==> src/rtl/duck_pkg.sv <==
// Shared types and constants for the Duck Hunt game-flow logic: FSM state
// encoding, screen size, start-button geometry and a no-wrap span test.
package duck_pkg;

  typedef enum logic [1:0] {
    TITLE = 2'd0,
    PLAY  = 2'd1,
    FALL  = 2'd2,
    OVER  = 2'd3
  } game_state_t;

  localparam int SCREEN_W = 640;
  localparam int SCREEN_H = 480;

  localparam int START_X0_DEF = 245;
  localparam int START_Y0_DEF = 320;
  localparam int START_W_DEF  = 150;
  localparam int START_H_DEF  = 50;

  // True when p lies in [lo, lo+len); the 11-bit sum keeps a box near the
  // right/bottom edge of the 10-bit space from wrapping around to zero.
  function automatic logic in_span(input logic [9:0] p, input logic [9:0] lo,
                                   input logic [10:0] len);
    logic [10:0] hi;
    hi = {1'b0, lo} + len;
    return ({1'b0, p} >= {1'b0, lo}) && ({1'b0, p} < hi);
  endfunction

endpackage

==> src/rtl/click_edge_sync.sv <==
// Two-flop synchronizer for an asynchronous button, followed by a registered
// rising-edge detector. The pulse is one clock wide, three clocks after the rise.
module click_edge_sync (
  input  logic Clk,
  input  logic Reset,
  input  logic btn_raw,
  output logic pulse
);

  logic meta_q, meta_d;
  logic sync_q, sync_d;
  logic prev_q, prev_d;
  logic pulse_q, pulse_d;

  always_comb begin
    meta_d  = btn_raw;
    sync_d  = meta_q;
    prev_d  = sync_q;
    pulse_d = sync_q & ~prev_q;
  end

  always_ff @(posedge Clk or posedge Reset) begin
    if (Reset) begin
      meta_q  <= 1'b0;
      sync_q  <= 1'b0;
      prev_q  <= 1'b0;
      pulse_q <= 1'b0;
    end else begin
      meta_q  <= meta_d;
      sync_q  <= sync_d;
      prev_q  <= prev_d;
      pulse_q <= pulse_d;
    end
  end

  assign pulse = pulse_q;

endmodule

==> src/rtl/shot_game_ctrl.sv <==
// Duck Hunt game-flow FSM: turns left-button clicks plus cursor/duck geometry
// into game state, bullet and hit counters, the kill animation and the score.
module shot_game_ctrl
  import duck_pkg::*;
#(
  parameter int NUM_BULLETS = 16,
  parameter int KILL_FRAMES = 60,
  parameter int START_X0    = START_X0_DEF,
  parameter int START_Y0    = START_Y0_DEF,
  parameter int START_W     = START_W_DEF,
  parameter int START_H     = START_H_DEF
) (
  input  logic       Clk,
  input  logic       Reset,
  input  logic       frame_tick,
  input  logic [7:0] mouse_button,
  input  logic [9:0] cursor_x,
  input  logic [9:0] cursor_y,
  input  logic [9:0] box_x,
  input  logic [9:0] box_y,
  input  logic [9:0] box_s,
  output logic       start,
  output logic       endgame,
  output logic       kill,
  output logic [7:0] click_count,
  output logic [7:0] bullets_left,
  output logic [7:0] hit_count,
  output logic [7:0] score,
  output logic [1:0] state_dbg
);

  if (KILL_FRAMES < 1) begin : g_bad_kill_frames
    $error("shot_game_ctrl: KILL_FRAMES must be at least 1");
  end

  localparam logic [7:0]  NB     = 8'(NUM_BULLETS);
  localparam logic [15:0] KF     = 16'(KILL_FRAMES);
  localparam logic [9:0]  BTN_X0 = 10'(START_X0);
  localparam logic [9:0]  BTN_Y0 = 10'(START_Y0);
  localparam logic [10:0] BTN_W  = 11'(START_W);
  localparam logic [10:0] BTN_H  = 11'(START_H);

  logic shot;
  logic unused_btn;
  logic hit, on_button;

  game_state_t state_q, state_d;
  logic [7:0]  click_q, click_d;
  logic [7:0]  bullets_q, bullets_d;
  logic [7:0]  hit_q, hit_d;
  logic [7:0]  score_q, score_d;
  logic [15:0] timer_q, timer_d;
  logic        kill_q, kill_d;
  logic        start_q, start_d;
  logic        endgame_q, endgame_d;

  assign unused_btn = ^mouse_button[7:1];

  click_edge_sync u_left_click (
    .Clk     (Clk),
    .Reset   (Reset),
    .btn_raw (mouse_button[0]),
    .pulse   (shot)
  );

  assign hit       = in_span(cursor_x, box_x, {1'b0, box_s}) &&
                     in_span(cursor_y, box_y, {1'b0, box_s});
  assign on_button = in_span(cursor_x, BTN_X0, BTN_W) &&
                     in_span(cursor_y, BTN_Y0, BTN_H);

  always_comb begin
    state_d   = state_q;
    click_d   = click_q;
    hit_d     = hit_q;
    score_d   = score_q;
    timer_d   = timer_q;
    kill_d    = kill_q;
    start_d   = start_q;
    endgame_d = endgame_q;

    unique case (state_q)
      TITLE: begin
        if (shot && on_button) begin
          state_d = PLAY;
          click_d = 8'd0;
          hit_d   = 8'd0;
          start_d = 1'b1;
        end
      end

      PLAY: begin
        if (shot && (click_q < NB)) begin
          click_d = click_q + 8'd1;
          if (hit) begin
            hit_d   = (hit_q == 8'hFF) ? hit_q : hit_q + 8'd1;
            kill_d  = 1'b1;
            timer_d = KF;
            state_d = FALL;
          end else if (click_q + 8'd1 == NB) begin
            state_d   = OVER;
            score_d   = hit_q;
            start_d   = 1'b0;
            endgame_d = 1'b1;
          end
        end
      end

      // Clicks are ignored here; only the frame timer advances the state.
      FALL: begin
        if (frame_tick && (timer_q != 16'd0)) begin
          timer_d = timer_q - 16'd1;
          if (timer_q == 16'd1) begin
            kill_d = 1'b0;
            if (click_q == NB) begin
              state_d   = OVER;
              score_d   = hit_q;
              start_d   = 1'b0;
              endgame_d = 1'b1;
            end else begin
              state_d = PLAY;
            end
          end
        end
      end

      OVER: begin
        if (shot) begin
          state_d   = TITLE;
          endgame_d = 1'b0;
        end
      end

      default: state_d = TITLE;
    endcase

    bullets_d = NB - click_d;
  end

  always_ff @(posedge Clk or posedge Reset) begin
    if (Reset) begin
      state_q   <= TITLE;
      click_q   <= 8'd0;
      bullets_q <= NB;
      hit_q     <= 8'd0;
      score_q   <= 8'd0;
      timer_q   <= 16'd0;
      kill_q    <= 1'b0;
      start_q   <= 1'b0;
      endgame_q <= 1'b0;
    end else begin
      state_q   <= state_d;
      click_q   <= click_d;
      bullets_q <= bullets_d;
      hit_q     <= hit_d;
      score_q   <= score_d;
      timer_q   <= timer_d;
      kill_q    <= kill_d;
      start_q   <= start_d;
      endgame_q <= endgame_d;
    end
  end

  assign start        = start_q;
  assign endgame      = endgame_q;
  assign kill         = kill_q;
  assign click_count  = click_q;
  assign bullets_left = bullets_q;
  assign hit_count    = hit_q;
  assign score        = score_q;
  assign state_dbg    = state_q;

endmodule

==> config.mk <==
export PLATFORM = sky130hd
export DESIGN_NAME = shot_game_ctrl
export DESIGN_NICKNAME = d
export VERILOG_FILES = /design/src/rtl/duck_pkg.sv /design/src/rtl/click_edge_sync.sv /design/src/rtl/shot_game_ctrl.sv
export SDC_FILE = /design/constraint.sdc
export NUM_CORES = 1
export LEC_CHECK = 0
export BUFFER_PORTS_ARGS = -buffer_cell sky130_fd_sc_hd__buf_4
export CAP_MARGIN = 20
export CORE_MARGIN = 5
export CORE_UTILIZATION = 35
export DETAILED_ROUTE_END_ITERATION = 6
export GPL_TIMING_DRIVEN = 0
export SYNTH_ARGS = -nofsm -noshare
export SYNTH_HDL_FRONTEND = slang
export SYNTH_SLANG_ARGS = --single-unit
==> constraint.sdc <==
create_clock -name Clk -period 5.85 [get_ports Clk]
set_input_delay 1.17 -clock Clk [delete_from_list [all_inputs] [get_ports Clk]]
set_output_delay 1.17 -clock Clk [all_outputs]
set_load 0.005 [all_outputs]
==> out/qor.csv <==
stage,metric,value,unit
run_status,status,completed,
cells_and_area,fill_cells,1286,
yosys,synth_ff_type,dfrtp_1,
yosys,ys_types,72,
cells_and_area,syn_to_final_growth,22.7,%
clocking,htree_num_levels,2,
setup_path,critical_path_class,in2reg,
clocking,clockBufferDepth,2,
yosys,synth_area_per_cell,9.32,um^2
drt,post_drt_wl_per_cell,15.8,um
setup_path,worst_ep_required_time,6.01,ns
drt,via_count,4208,
timing,post-route-period-util,0.865,
drt,drtIter0Drc,191,
timing,hold_violations,0,
yosys,synth_simple_gate_area_frac,0.153,
drt,routed_wl,12300,um
yosys,synth-edff-count,0,
clocking,clk_latency,0.29,ns
yosys,ys_ff_latch,56,
yosys,syn_nets,634,
drt,dr.pass1.iters,5,
yosys,synth_top_family_by_area,compound AO/OA/AOI/OAI gates,
place,gp_congestion,0.875,
global_route,grt_pass1_wl,20600,um
timing,maxSlewHeadroom,0.528,
cells_and_area,diodes,0,
setup_path,r2r-start,state_dbg[0],
yosys,synthMuxAreaShare,0.0262,
global_route,grt_antenna_before_repair,0,
global_route,overflow,0,
timing,tns,0,ns
yosys,synth_seq_area_share,0.300,
clocking,cts_tree,done,
setup_path,endpoint,timer_q[11],
cells_and_area,layout-drive-gt1-share,0.230,
drt,via_per_inst,5.42,
die,dieArea,15800,um^2
die,die_w,126,um
clocking,cts_resized,0,
timing,rsz0062_at_grt,false,
drt,postRouteAntennaNets,0,
cells_and_area,finalNetCount,732,
timing,fmax,198,MHz
pwr,peakVddDrop,0.152,mV
timing,finalSetupViolCount,0,
setup_path,slowest_delay,0.37,ns
setup_path,crit_chain,buf_4 > ha_1 > a21o_1 > a21oi_1 > o21ai_0 > a21oi_1 > o21ai_0 > a21o_1 > a21oi_1 > xor2_1 > ha_1 > a21oi_1 > nand2_1 > a41o_1 > a32oi_2 > a21oi_2 > buf_2 > clkbuf_1 > o31ai_1 > o31ai_1,
yosys,syn-cell-area,4680,um^2
clocking,post_cts_hold_buffer_count,0,
clocking,cts_made_buffers,5,
hold_path,hold_class,reg2reg,
setup_path,cp-start-kind,input port,
die,io_pins,98,
setup_path,crit_top_cell,a21oi_1,
timing,final.min_clock_period,5.06,ns
pwr,p_leak,2.86,nW
setup_path,critPathLaunch,box_x[1],
die,start_util,0.355,
setup_path,regToRegSetupSlack,2.82,ns
clocking,cts.sinks,56,
hold_path,min_from,u_left_click.meta_q,
setup_path,cp_max_fo,10,
setup_path,timing.rr.end,bullets_left[6],
pwr,powerDensity,316,nW/um^2
yosys,synth_adder_area_share,0.193,
timing,worstMarginPinSlew,0.702,ns
yosys,syn_inst,502,
setup_path,critPathSlowestCell,a32oi_2,
timing,report.final.slew_viol_count,0,
drt,drc,0,
die,die_h,126,um
place,preCtsSetupSlack,0.501,ns
die,coreArea,13200,um^2
yosys,yosys_warnings,0,
clocking,postCtsSetupRepairBufs,0,
place,portBuffers,90,
setup_path,cp-end-kind,flop,
setup_path,reg2regPathDepth,11,
clocking,cts_root_buffer,clkbuf_16,
setup_path,worstPathArrival,5.22,ns
global_route,grt_use_total,0.154,
yosys,synth_xor_area_frac,0.0430,
yosys,synth_compound_area_frac,0.231,
global_route,grt_pass1_vias,4193,
place,dp_hpwl,9960,um
clocking,cts.clk_slew.worst_paths,0.07,ns
timing,layout_setup_ws,0.792,ns
timing,fin_worst_skew,0.00952,ns
run,max_cap_violations,0,
die,num_rows,42,
global_route,grt_max_degree,34,
yosys,async_flop_share,1.00,
registers in the layout, summed over array words and instances, names as in the netlist:
| name | flops |
|---|---|
| bullets_left | 8 |
| click_count | 7 |
| endgame | 1 |
| hit_count | 8 |
| kill | 1 |
| score | 8 |
| start | 1 |
| state_dbg | 2 |
| timer_q | 16 |
| u_left_click.meta_q | 1 |
| u_left_click.prev_d | 1 |
| u_left_click.prev_q | 1 |
| u_left_click.pulse | 1 |
final cells by class:
class	instances	area [um^2]	area share
clock buffers	6	129	0.0224
plain buffers	13	78.8	0.0137
multi-input cells	387	3030	0.527
repair buffers	91	696	0.121
clock inverters	2	16.3	0.00283
flip-flops and latches	56	1400	0.244
well taps	176	220	0.0384
inverters	46	173	0.0301
layer usage:
layer | global-route usage | routed length (um) | up-vias
met5 | 0 | 0 | -
met4 | 0.0376 | 184 | 0
met3 | 0.0254 | 531 | 12
met2 | 0.258 | 5970 | 108
met1 | 0.207 | 5590 | 2009
li1 | - | - | 2079
cell usage after synthesis, types with 4 or more instances:
cell,instances,area [um^2]
a211o_1,5,43.8
a21o_1,15,113
a21oi_1,29,145
a21oi_2,4,35.0
a221o_1,5,50.1
a311oi_1,4,35.0
a31oi_1,8,50.1
a41oi_1,4,35.0
and3_1,7,43.8
and3_2,5,37.5
and4_1,4,35.0
clkbuf_1,6,22.5
dfrtp_1,55,1380
ha_1,69,863
inv_1,45,169
mux2_2,10,113
nand2_1,29,109
nand2b_1,6,37.5
nand3_1,16,80.1
nand4_1,5,31.3
nor2_1,23,86.3
nor3_1,14,70.1
o2111ai_1,4,35.0
o211ai_1,5,37.5
o21ai_0,13,65.1
o21ai_1,5,25.0
o31ai_1,13,97.6
o41ai_1,6,52.6
or3_1,4,25.0
xnor2_1,14,123
xor2_1,9,78.8
cell usage in the layout, fill, tap and decap left out, types with 4 or more instances in the layout:
cell       netlist  final
a221o_1          5      5
ha_1            69     69
a311oi_1         4      4
and4_1           4      4
a41oi_1          4      4
o21ai_0         13     13
nand3_1         16     16
a21oi_1         29     29
o21ai_1          5      5
a21oi_2          4      4
xor2_1           9      9
and3_2           5      5
o211ai_1         5      5
mux2_2          10     10
or3_1            4      4
and3_1           7      7
nand2_1         29     29
buf_4            1     91
clkbuf_16        0      5
nand4_1          5      5
a21o_1          15     15
o41ai_1          6      6
nand2b_1         6      6
a211o_1          5      5
o2111ai_1        4      4
inv_1           45     44
clkbuf_1         6      7
nor3_1          14     14
a31oi_1          8      8
xnor2_1         14     14
o31ai_1         13     13
dfrtp_1         55     55
nor2_1          23     23
worst max-delay path, delay by kind of cell:
kind | cells | cell delay (ns)
AOI/OAI and AO/OA | 13 | 2.62
buffers and inverters | 3 | 0.62
and+or+nand+nor | 1 | 0.07
xor gates and xnor gates | 1 | 0.17
adders and majority gates | 2 | 0.56
how the worst min path moves through the flow:
stage	endpoint	slack (ns)	depth (start not counted)
2_1_floorplan	u_left_click.prev_d	0.33	0
3_3_place_gp	u_left_click.prev_d	0.33	0
3_5_place_dp	u_left_click.prev_d	0.34	0
4_1_cts	u_left_click.prev_d	0.36	0
5_1_grt	u_left_click.prev_d	0.36	0
6_report	u_left_click.prev_d	0.35	0
cell families after synthesis:
family,count (synthesis)
adder cells (fa/ha/maj),71
multiplexers,11
flip-flops,56
AO/OA/AOI/OAI,148
XOR/XNOR,23
buffers and inverters,59
AND/OR/NAND/NOR,134
through the flow:
| stage | power, mW | hold slack, ns | cells | utilization | area [um^2] |
|---|---|---|---|---|---|
| final | 1.81 | 0.350 | 777 | 0.435 | 5740 |
| after global routing | 1.97 | 0.364 | 777 | 0.435 | 5740 |
| after CTS | 1.83 | 0.355 | 777 | 0.435 | 5740 |
| after detailed placement | 1.53 | 0.340 | 769 | 0.424 | 5600 |
| after global placement | 1.49 | 0.332 | 768 | 0.423 | 5580 |
| after floorplan | 1.17 | 0.331 | 502 | - | 4680 |
where the power goes:
part / internal [mW] / switching (mW)
combinational: 0.426 / 0.523
clock: 0.160 / 0.139
sequential: 0.475 / 0.0894
(Power assumes the default switching activity.)
